`config.mk`:
```
export PLATFORM = sky130hd
export DESIGN_NAME = imem_loader
export DESIGN_NICKNAME = d
export VERILOG_FILES = /design/src/rtl/imem_loader.sv
export SDC_FILE = /design/constraint.sdc
export NUM_CORES = 1
export LEC_CHECK = 0
export BUFFER_PORTS_ARGS = -buffer_cell sky130_fd_sc_hd__buf_2
export CAP_MARGIN = 0
export CORE_UTILIZATION = 29
export CTS_CLUSTER_DIAMETER = 150
export DETAILED_ROUTE_END_ITERATION = 8
export GPL_ROUTABILITY_DRIVEN = 0
export GPL_TIMING_DRIVEN = 0
export PLACE_DENSITY_LB_ADDON = 0.08
export SLEW_MARGIN = 20
export SYNTH_ARGS = -nofsm -noshare
export SYNTH_HDL_FRONTEND = slang
export SYNTH_SLANG_ARGS = --single-unit
```
`constraint.sdc`:
```
create_clock -name clk -period 4.4 [get_ports clk]
set_input_delay 0.44 -clock clk [delete_from_list [all_inputs] [get_ports clk]]
set_output_delay 0.44 -clock clk [all_outputs]
set_load 0.005 [all_outputs]
```
`src/rtl/imem_loader.sv`:
```
// Instruction-memory loader: takes 32-bit words over a valid/ready stream and
// writes them as little-endian bytes, holding the core in reset until the program is loaded.
module imem_loader #(
  parameter int unsigned ADDR_W    = 11,
  parameter int unsigned BASE_ADDR = 0,
  parameter int unsigned MAX_WORDS = 512,
  localparam int unsigned CNT_W    = $clog2(MAX_WORDS + 1)
) (
  input  logic              clk,
  input  logic              rst,
  input  logic              start,
  input  logic              word_valid,
  input  logic [31:0]       word_data,
  input  logic              word_last,
  output logic              word_ready,
  output logic              mem_we,
  output logic [ADDR_W-1:0] mem_addr,
  output logic [7:0]        mem_wdata,
  output logic              cpu_rst_n,
  output logic              busy,
  output logic              done,
  output logic              error,
  output logic [CNT_W-1:0]  word_count
);

  localparam logic [ADDR_W-1:0] BASE    = ADDR_W'(BASE_ADDR);
  localparam logic [CNT_W-1:0]  MAX_CNT = CNT_W'(MAX_WORDS);

  typedef enum logic [2:0] {
    S_IDLE,
    S_ACCEPT,
    S_WRITE,
    S_DONE,
    S_ERR
  } state_t;

  state_t            state, state_next;
  logic [ADDR_W-1:0] addr_q;
  logic [CNT_W-1:0]  count_q;
  logic [31:0]       buf_q;
  logic              last_q;
  logic [1:0]        idx_q;
  logic              at_max;

  // Capacity is checked before a word is accepted, so the address never wraps.
  assign at_max = (count_q == MAX_CNT);

  always_ff @(posedge clk or negedge rst) begin
    if (!rst) state <= S_IDLE;
    else      state <= state_next;
  end

  always_comb begin
    state_next = state;
    unique case (state)
      S_IDLE:   if (start) state_next = S_ACCEPT;
      S_ACCEPT: begin
        if (at_max)          state_next = S_ERR;
        else if (word_valid) state_next = S_WRITE;
      end
      S_WRITE:  if (idx_q == 2'd3) state_next = last_q ? S_DONE : S_ACCEPT;
      S_DONE:   if (start) state_next = S_ACCEPT;
      S_ERR:    if (start) state_next = S_ACCEPT;
      default:  state_next = S_IDLE;
    endcase
  end

  always_ff @(posedge clk or negedge rst) begin
    if (!rst) begin
      addr_q  <= BASE;
      count_q <= '0;
      buf_q   <= '0;
      last_q  <= 1'b0;
      idx_q   <= '0;
    end else begin
      unique case (state)
        S_IDLE, S_DONE, S_ERR: begin
          if (start) begin
            addr_q  <= BASE;
            count_q <= '0;
          end
        end
        S_ACCEPT: begin
          if (word_ready && word_valid) begin
            buf_q  <= word_data;
            last_q <= word_last;
            idx_q  <= '0;
          end
        end
        S_WRITE: begin
          addr_q <= addr_q + 1'b1;
          idx_q  <= idx_q + 1'b1;
          if (idx_q == 2'd3) count_q <= count_q + 1'b1;
        end
        default: ;
      endcase
    end
  end

  // Outputs decode from state and registers only; word_valid never reaches word_ready.
  always_comb begin
    word_ready = 1'b0;
    mem_we     = 1'b0;
    mem_wdata  = '0;
    cpu_rst_n  = 1'b0;
    busy       = 1'b0;
    done       = 1'b0;
    error      = 1'b0;
    unique case (state)
      S_ACCEPT: begin
        busy       = 1'b1;
        word_ready = !at_max;
      end
      S_WRITE: begin
        busy      = 1'b1;
        mem_we    = 1'b1;
        mem_wdata = buf_q[{idx_q, 3'b000} +: 8];
      end
      S_DONE: begin
        done      = 1'b1;
        cpu_rst_n = 1'b1;
      end
      S_ERR:   error = 1'b1;
      default: ;
    endcase
  end

  assign mem_addr   = addr_q;
  assign word_count = count_q;

endmodule

```
==> impl_metrics.yaml, run 1 <==
run_status:
  status: "complete, no violations"
floorplanning:
  die_x_um: 105
  initial_core_util: 0.297
  fp.dieH_um: 105
  boundaryPins: 72
  die_area_sq_um: 10900
  num_rows: 37
  core_area_sq_um: 10300
clocking:
  cts.sinks: 59
  cts_max_level: 3
  cts_tree: "yes"
  cts_made_buffers: 9
  clockRootBuffer: "clkbuf_8"
  postCtsResizedCells: 0
  cts_hold_buf: 1
  clk_latency_ns: 0.34
  clk_pin_slew_worst_paths_ns: 0.07
  cts_buffer_depth: 2
  postCtsSetupRepairBufs: 0
timing:
  slew_viol_final: 0
  rsz0062_at_grt: "false"
  hold_viol: 0
  holdWs_ns: 0.312
  fin_crit_ns: 2.77
  fin_ws_ns: 1.63
  setup_viol: 0
  relSlewSlack: 0.442
  fin_crit_sh: 0.630
  fin_tns_setup_ns: 0
  finClkSkew_ns: 0.00676
  fmax_mhz: 361
  tightestPinTransition_ns: 0.837
critical_path:
  max_stage_delay_ns: 0.53
  crit_start: "state[1]$_DFFE_PN0P_"
  path_class: "register to output pin"
  cp_max_fo: 10
  crit_path_cell_trace: "buf_2, or3b_1, clkbuf_1, clkbuf_1, nor2b_1, buf_2"
  cp_slowest_cell: "clkbuf_1"
  worst_setup_path_start_kind: "register"
  cp-end-kind: "output pin"
  crit_arrival_ns: 2.33
  critPathTopFamily: "buffers and inverters"
  r2r-start: "word_count[0]$_DFFE_PN0P_"
  cp_num_buf_inv: 4
  cp.required_ns: 3.96
grt:
  grt_max_degree: 42
  grt-ovfl-total: 0
  grt_pass1_wl_mm: 11.9
  grt_usage: 0.144
  grt_pass1_vias: 2310
  antenna_found_initial: 0
yosys:
  syn_avg_cell_area_sq_um: 12.2
  synth_edf_count: 0
  synth_warnings: 0
  synth_flop_cell: "dfrtp_1"
  syn_inst: 251
  ys_seq_area_frac: 0.484
  synth_seq_cells: 59
  syn_nets: 292
  synthArstFlopShare: 1.00
  syn_area_sq_um: 3050
  synth.distinct_cells: 47
routing:
  post_drt_wl_per_cell_um: 15.1
  drcViolationCount: 0
  drtIter0Drc: 52
  via_per_inst: 4.75
  antenna_left: 0
  vias: 2262
  firstDrtPassIters: 4
  drt_wl_total_mm: 7.18
layout:
  area_delta_synth_final_pct: 25.6
  drive_gt1_frac: 0.394
  antenna_cells: 0
  fin_nets: 376
  post-route-util: 0.373
pwr:
  irDropWorstVdd_v: 0.000216
  p_leak_nw: 1.87
  power_density_nw_per_um2: 613
placed_design:
  dp_slack_ns: 1.86
  io_buffers: 71
  dp_hpwl_mm: 5.05
hold_path:
  holdCritStartpoint: "word_data[2]"
  hp-class: "primary input to register"
job:
  maxCapViolCount: 0
-- logic make-up (layout without fill, tap and decap cells) --
| logic type | count (synthesis) | in the layout | share of synthesized area |
|---|---|---|---|
| AO/OA/AOI/OAI | 41 | 41 | 0.0840 |
| AND/OR/NAND/NOR | 78 | 78 | 0.142 |
| multiplexers | 43 | 43 | 0.223 |
| flip-flops | 59 | 59 | 0.484 |
| XOR/XNOR | 5 | 5 | 0.0143 |
| buffers and inverters | 21 | 110 | 0.0365 |
| adder cells (fa/ha/maj) | 4 | 4 | 0.0164 |
-- worst paths after layout --
path                                              to  slack [ns]  cells past startpoint
setup reg to reg                buf_q[9]$_DFFE_PN0P_        2.05                      8
hold reg to reg                 buf_q[0]$_DFFE_PN0P_        0.50                      1
setup / recovery                        mem_wdata[7]        1.63                      6
max in group asynchronous  word_count[3]$_DFFE_PN0P_        3.36                      3
min in group asynchronous    mem_addr[9]$_DFFE_PN0P_        0.52                      2
hold / removal                  buf_q[2]$_DFFE_PN0P_        0.31                      2
-- power breakdown --
group	switching [mW]	internal [mW]	total [mW]
combinational	0.397	0.551	0.949
clock	0.231	0.316	0.548
sequential	0.118	0.736	0.854
total	0.747	1.60	2.35
-- routing by layer --
metal,vias to the layer above,routed length [um],track usage
li1,1092,-,-
met1,1107,3360,0.186
met2,51,3420,0.227
met3,12,267,0.0324
met4,0,137,0.0724
met5,-,0,0
-- layout make-up --
type | instances | area (sq um)
Clock inverter | 7 | 92.6
Buffer | 14 | 85.1
Sequential cell | 59 | 1480
Timing Repair Buffer | 73 | 395
Inverter | 7 | 26.3
Multi-Input combinational cell | 171 | 1470
Clock buffer | 9 | 124
Fill cell | 1069 | 6440
Tap cell | 136 | 170
-- registers in the layout (all words and copies together) (netlist names) --
| register | flops |
|---|---|
| buf_q | 32 |
| idx_q | 2 |
| last_q | 1 |
| mem_addr | 11 |
| state | 3 |
| word_count | 10 |
-- through the flow --
stage / instances / instance area, sq um / power (mW)
after global placement: 458 / 3580 / 1.82
after global routing: 476 / 3830 / 2.53
after floorplan: 251 / 3050 / 1.55
after CTS: 476 / 3830 / 2.40
final: 476 / 3830 / 2.35
after detailed placement: 459 / 3610 / 1.84
-- cell usage in the layout, fill, tap and decap left out, types with 4 or more instances in the layout --
master    count
o21ai_0       6
mux2_4       29
nor2b_1      10
a21oi_1       8
and3_1        5
mux4_2        8
inv_1         6
clkbuf_8      9
buf_2        72
nand3_1       8
ha_1          4
clkbuf_1      6
nor2_1        8
mux2_1        4
or4_1         4
or3_1         4
a31oi_1       5
nand2_1      20
dfrtp_1      59
o21ai_1       9
-- worst reg2reg max path, cell delays in order, from the launching register on --
cell     delay, ns
dfrtp_1       0.47
inv_1         0.07
ha_1          0.19
nor3b_1       0.13
and4b_4       0.23
or4_1         0.47
buf_4         0.19
buf_6         0.17
mux2_4        0.31
-- synth_stat cells (2+ instances only) --
master    number  area, sq um
or3b_1         2         17.5
ha_1           4         50.1
nand4_1        3         18.8
a21oi_1        8         40.0
mux2_4        29          435
mux4_2         8          180
nor2b_1       10         62.6
nand3_1        8         40.0
nor4_1         2         12.5
mux2i_1        2         20.0
mux2_1         4         45.0
nor3_1         3         15.0
clkbuf_1       6         22.5
buf_4          2         15.0
xnor2_1        3         26.3
nor2_1         8         30.0
or3_1          4         25.0
o21ai_1        9         45.0
nand2_1       20         75.1
o211ai_1       3         22.5
buf_6          3         33.8
buf_2          2         10.0
o21ai_0        6         30.0
inv_1          6         22.5
and2_1         2         12.5
a31o_1         2         17.5
and3_1         5         31.3
nor3b_1        2         15.0
dfrtp_1       59         1480
xor2_1         2         17.5
a31oi_1        5         31.3
or4_1          4         30.0
Power figures use the tool's default switching activity.
==> run 2, diff against run 1 <==
--- a/config.mk
+++ b/config.mk
@@ -5,6 +5,7 @@
 export SDC_FILE = /design/constraint.sdc
 export NUM_CORES = 1
 export LEC_CHECK = 0
+export ABC_AREA = 1
 export BUFFER_PORTS_ARGS = -buffer_cell sky130_fd_sc_hd__buf_2
 export CAP_MARGIN = 0
 export CORE_UTILIZATION = 29
==> constraint.sdc (replaced) <==
create_clock -name clk -period 2.3 [get_ports clk]
set_input_delay 0.23 -clock clk [delete_from_list [all_inputs] [get_ports clk]]
set_output_delay 0.23 -clock clk [all_outputs]
set_load 0.005 [all_outputs]
==> impl_metrics.yaml, run 2 <==
yosys:
  yosysMostFrequentCell: "nand2_1"
  synth_commonest_cells: "119 x nand2_1, 59 x dfrtp_1, 48 x o21ai_0"
  syn_nets: 433
  syn_avg_cell_area_sq_um: 7.81
  synth_flop_cell: "dfrtp_1"
  syn_area_sq_um: 3060
  ys_seq_area_frac: 0.482
  syn_inst: 392
  synth_seq_cells: 59
  synth_edf_count: 0
  synth.distinct_cells: 30
  synth_largest_area_cell: "dfrtp_1"
  synth_top_area_frac: 0.482
  synth_warnings: 0
  synthArstFlopShare: 1.00
  synth_area_leaders: "dfrtp_1 48%, nand2_1 15%, o21ai_0 7.8%"
grt:
  grt-ovfl-total: 0
  antenna_found_initial: 0
  grt_usage: 0.161
  grt_pass1_wl_mm: 13.8
  grt_max_degree: 33
  grt_pass1_vias: 2815
critical_path:
  worst_setup_path_start_kind: "register"
  cp-end-kind: "output pin"
  path_class: "register to output pin"
  crit_arrival_ns: 1.82
  cp_max_fo: 10
  cp.required_ns: 2.07
floorplanning:
  num_rows: 37
  boundaryPins: 72
  fp.dieH_um: 105
  initial_core_util: 0.298
  core_area_sq_um: 10300
  die_x_um: 105
  die_area_sq_um: 11000
placed_design:
  io_buffers: 71
  place_inst: 600
  dp_hpwl_mm: 6.01
routing:
  wl_met3_um: 342
  post_drt_wl_per_cell_um: 13.3
  dr_wl_met2_mm: 3.88
  highest_layer: "met4"
  antenna_left: 0
  drtIter0Drc: 75
  via_per_inst: 4.52
  routedLengthMet1_mm: 3.87
  vias: 2782
  drcViolationCount: 0
  firstDrtPassIters: 4
  drt_wl_total_mm: 8.17
layout:
  final_common_cell: "nand2_1"
  nFillCells: 1143
  regArea_sq_um: 1480
  antenna_cells: 0
  regMostFlops: "buf_q"
  largest_register_ff_count: 32
  multiInputGateArea_sq_um: 1290
  drive_gt1_frac: 0.242
  area_delta_synth_final_pct: 24.9
  layout_common_cells: "119 x nand2_1, 77 x buf_2, 59 x dfrtp_1"
  fin_cells: 616
  fin_nets: 516
timing:
  fin_tns_setup_ns: 0
  fin_crit_sh: 0.890
  setup_viol: 0
  finClkSkew_ns: 0.0124
  fin_crit_ns: 2.05
  holdWs_ns: 0.0811
  rsz0062_at_grt: "false"
  fmax_mhz: 489
  slew_viol_final: 0
  tightestPinTransition_ns: 0.407
  hold_viol: 0
  relSlewSlack: 0.729
clocking:
  clk_pin_slew_worst_paths_ns: 0.08
  cts_tree: "yes"
  postCtsSetupRepairBufs: 0
  cts.sinks: 59
  clockRootBuffer: "clkbuf_8"
  cts_made_buffers: 9
  postCtsResizedCells: 0
  cts_max_level: 3
  cts_buffer_depth: 2
  clk_latency_ns: 0.34
hold_path:
  hp-class: "primary input to register"
pwr:
  irDropWorstVdd_v: 0.000416
  power_density_nw_per_um2: 1110
  p_leak_nw: 1.96
job:
  maxCapViolCount: 0
run_status:
  status: "complete, no violations"
## run 2: what timing repair did
action                                  CTS  global route
hold buffers                              1             0
endpoints found under the hold margin    27             0
endpoints found under the setup margin    0             5
## run 2: worst max-delay path, stage by stage, from the launching register on
cell	delay, ns
dfrtp_1	0.36
buf_2	0.23
clkbuf_1	0.36
o21ai_0	0.18
a21oi_1	0.21
buf_2	0.14
## run 2: path summary, 6_finish.rpt
check | from | end | slack [ns] | cells past startpoint
setup / recovery | idx_q[0]$_DFFE_PN0P_ | mem_wdata[3] | 0.25 | 5
hold / removal | word_data[6] | buf_q[6]$_DFFE_PN0P_ | 0.08 | 3
setup reg to reg | word_count[0]$_DFFE_PN0P_ | last_q$_DFFE_PN0P_ | 0.55 | 11
hold reg to reg | buf_q[4]$_DFFE_PN0P_ | buf_q[4]$_DFFE_PN0P_ | 0.48 | 2
max in group asynchronous | rst | buf_q[19]$_DFFE_PN0P_ | 1.42 | 3
min in group asynchronous | rst | word_count[4]$_DFFE_PN0P_ | 0.37 | 2
## run 2: metal layers
layer,vias up,track usage
li1,1439,-
met1,1275,0.204
met2,62,0.271
met3,6,0.0418
met4,0,0.0392
met5,-,0
## run 2: through the flow
step	util	setup slack, ns	total power, mW	instance area [sq um]
detailed placement	0.351	0.463	3.29	3610
floorplan	-	0.781	2.71	3060
finish	0.372	0.254	4.26	3820
global route	0.372	0.0818	4.66	3820
CTS	0.373	0.0829	4.34	3830
global placement	0.349	0.462	3.27	3590
## run 2: cells by family (layout without fill, tap and decap cells)
kind of cell	Yosys count	after routing	synth area share
compound gates	87	87	0.148
xor+xnor	3	3	0.00858
fa+ha+maj	4	4	0.0163
buf+inv	64	152	0.0948
flops	59	59	0.482
simple gates	175	175	0.250
## run 2: report_power, final
group	leakage (nW)	internal, mW	switching (mW)	total [mW]
Clock	0.103	0.608	0.422	1.03
Combinational	1.09	0.607	1.08	1.69
Sequential	0.764	1.38	0.166	1.55
Total	1.96	2.60	1.67	4.26
## run 2: layout make-up
| class | count | area share |
|---|---|---|
| clock inverter | 5 | 0.0203 |
| timing repair buffer | 73 | 0.101 |
| multi-input combinational | 269 | 0.339 |
| sequential | 59 | 0.386 |
| buffer | 15 | 0.0278 |
| tap | 136 | 0.0445 |
| clock buffer | 11 | 0.0343 |
| inverter | 48 | 0.0471 |
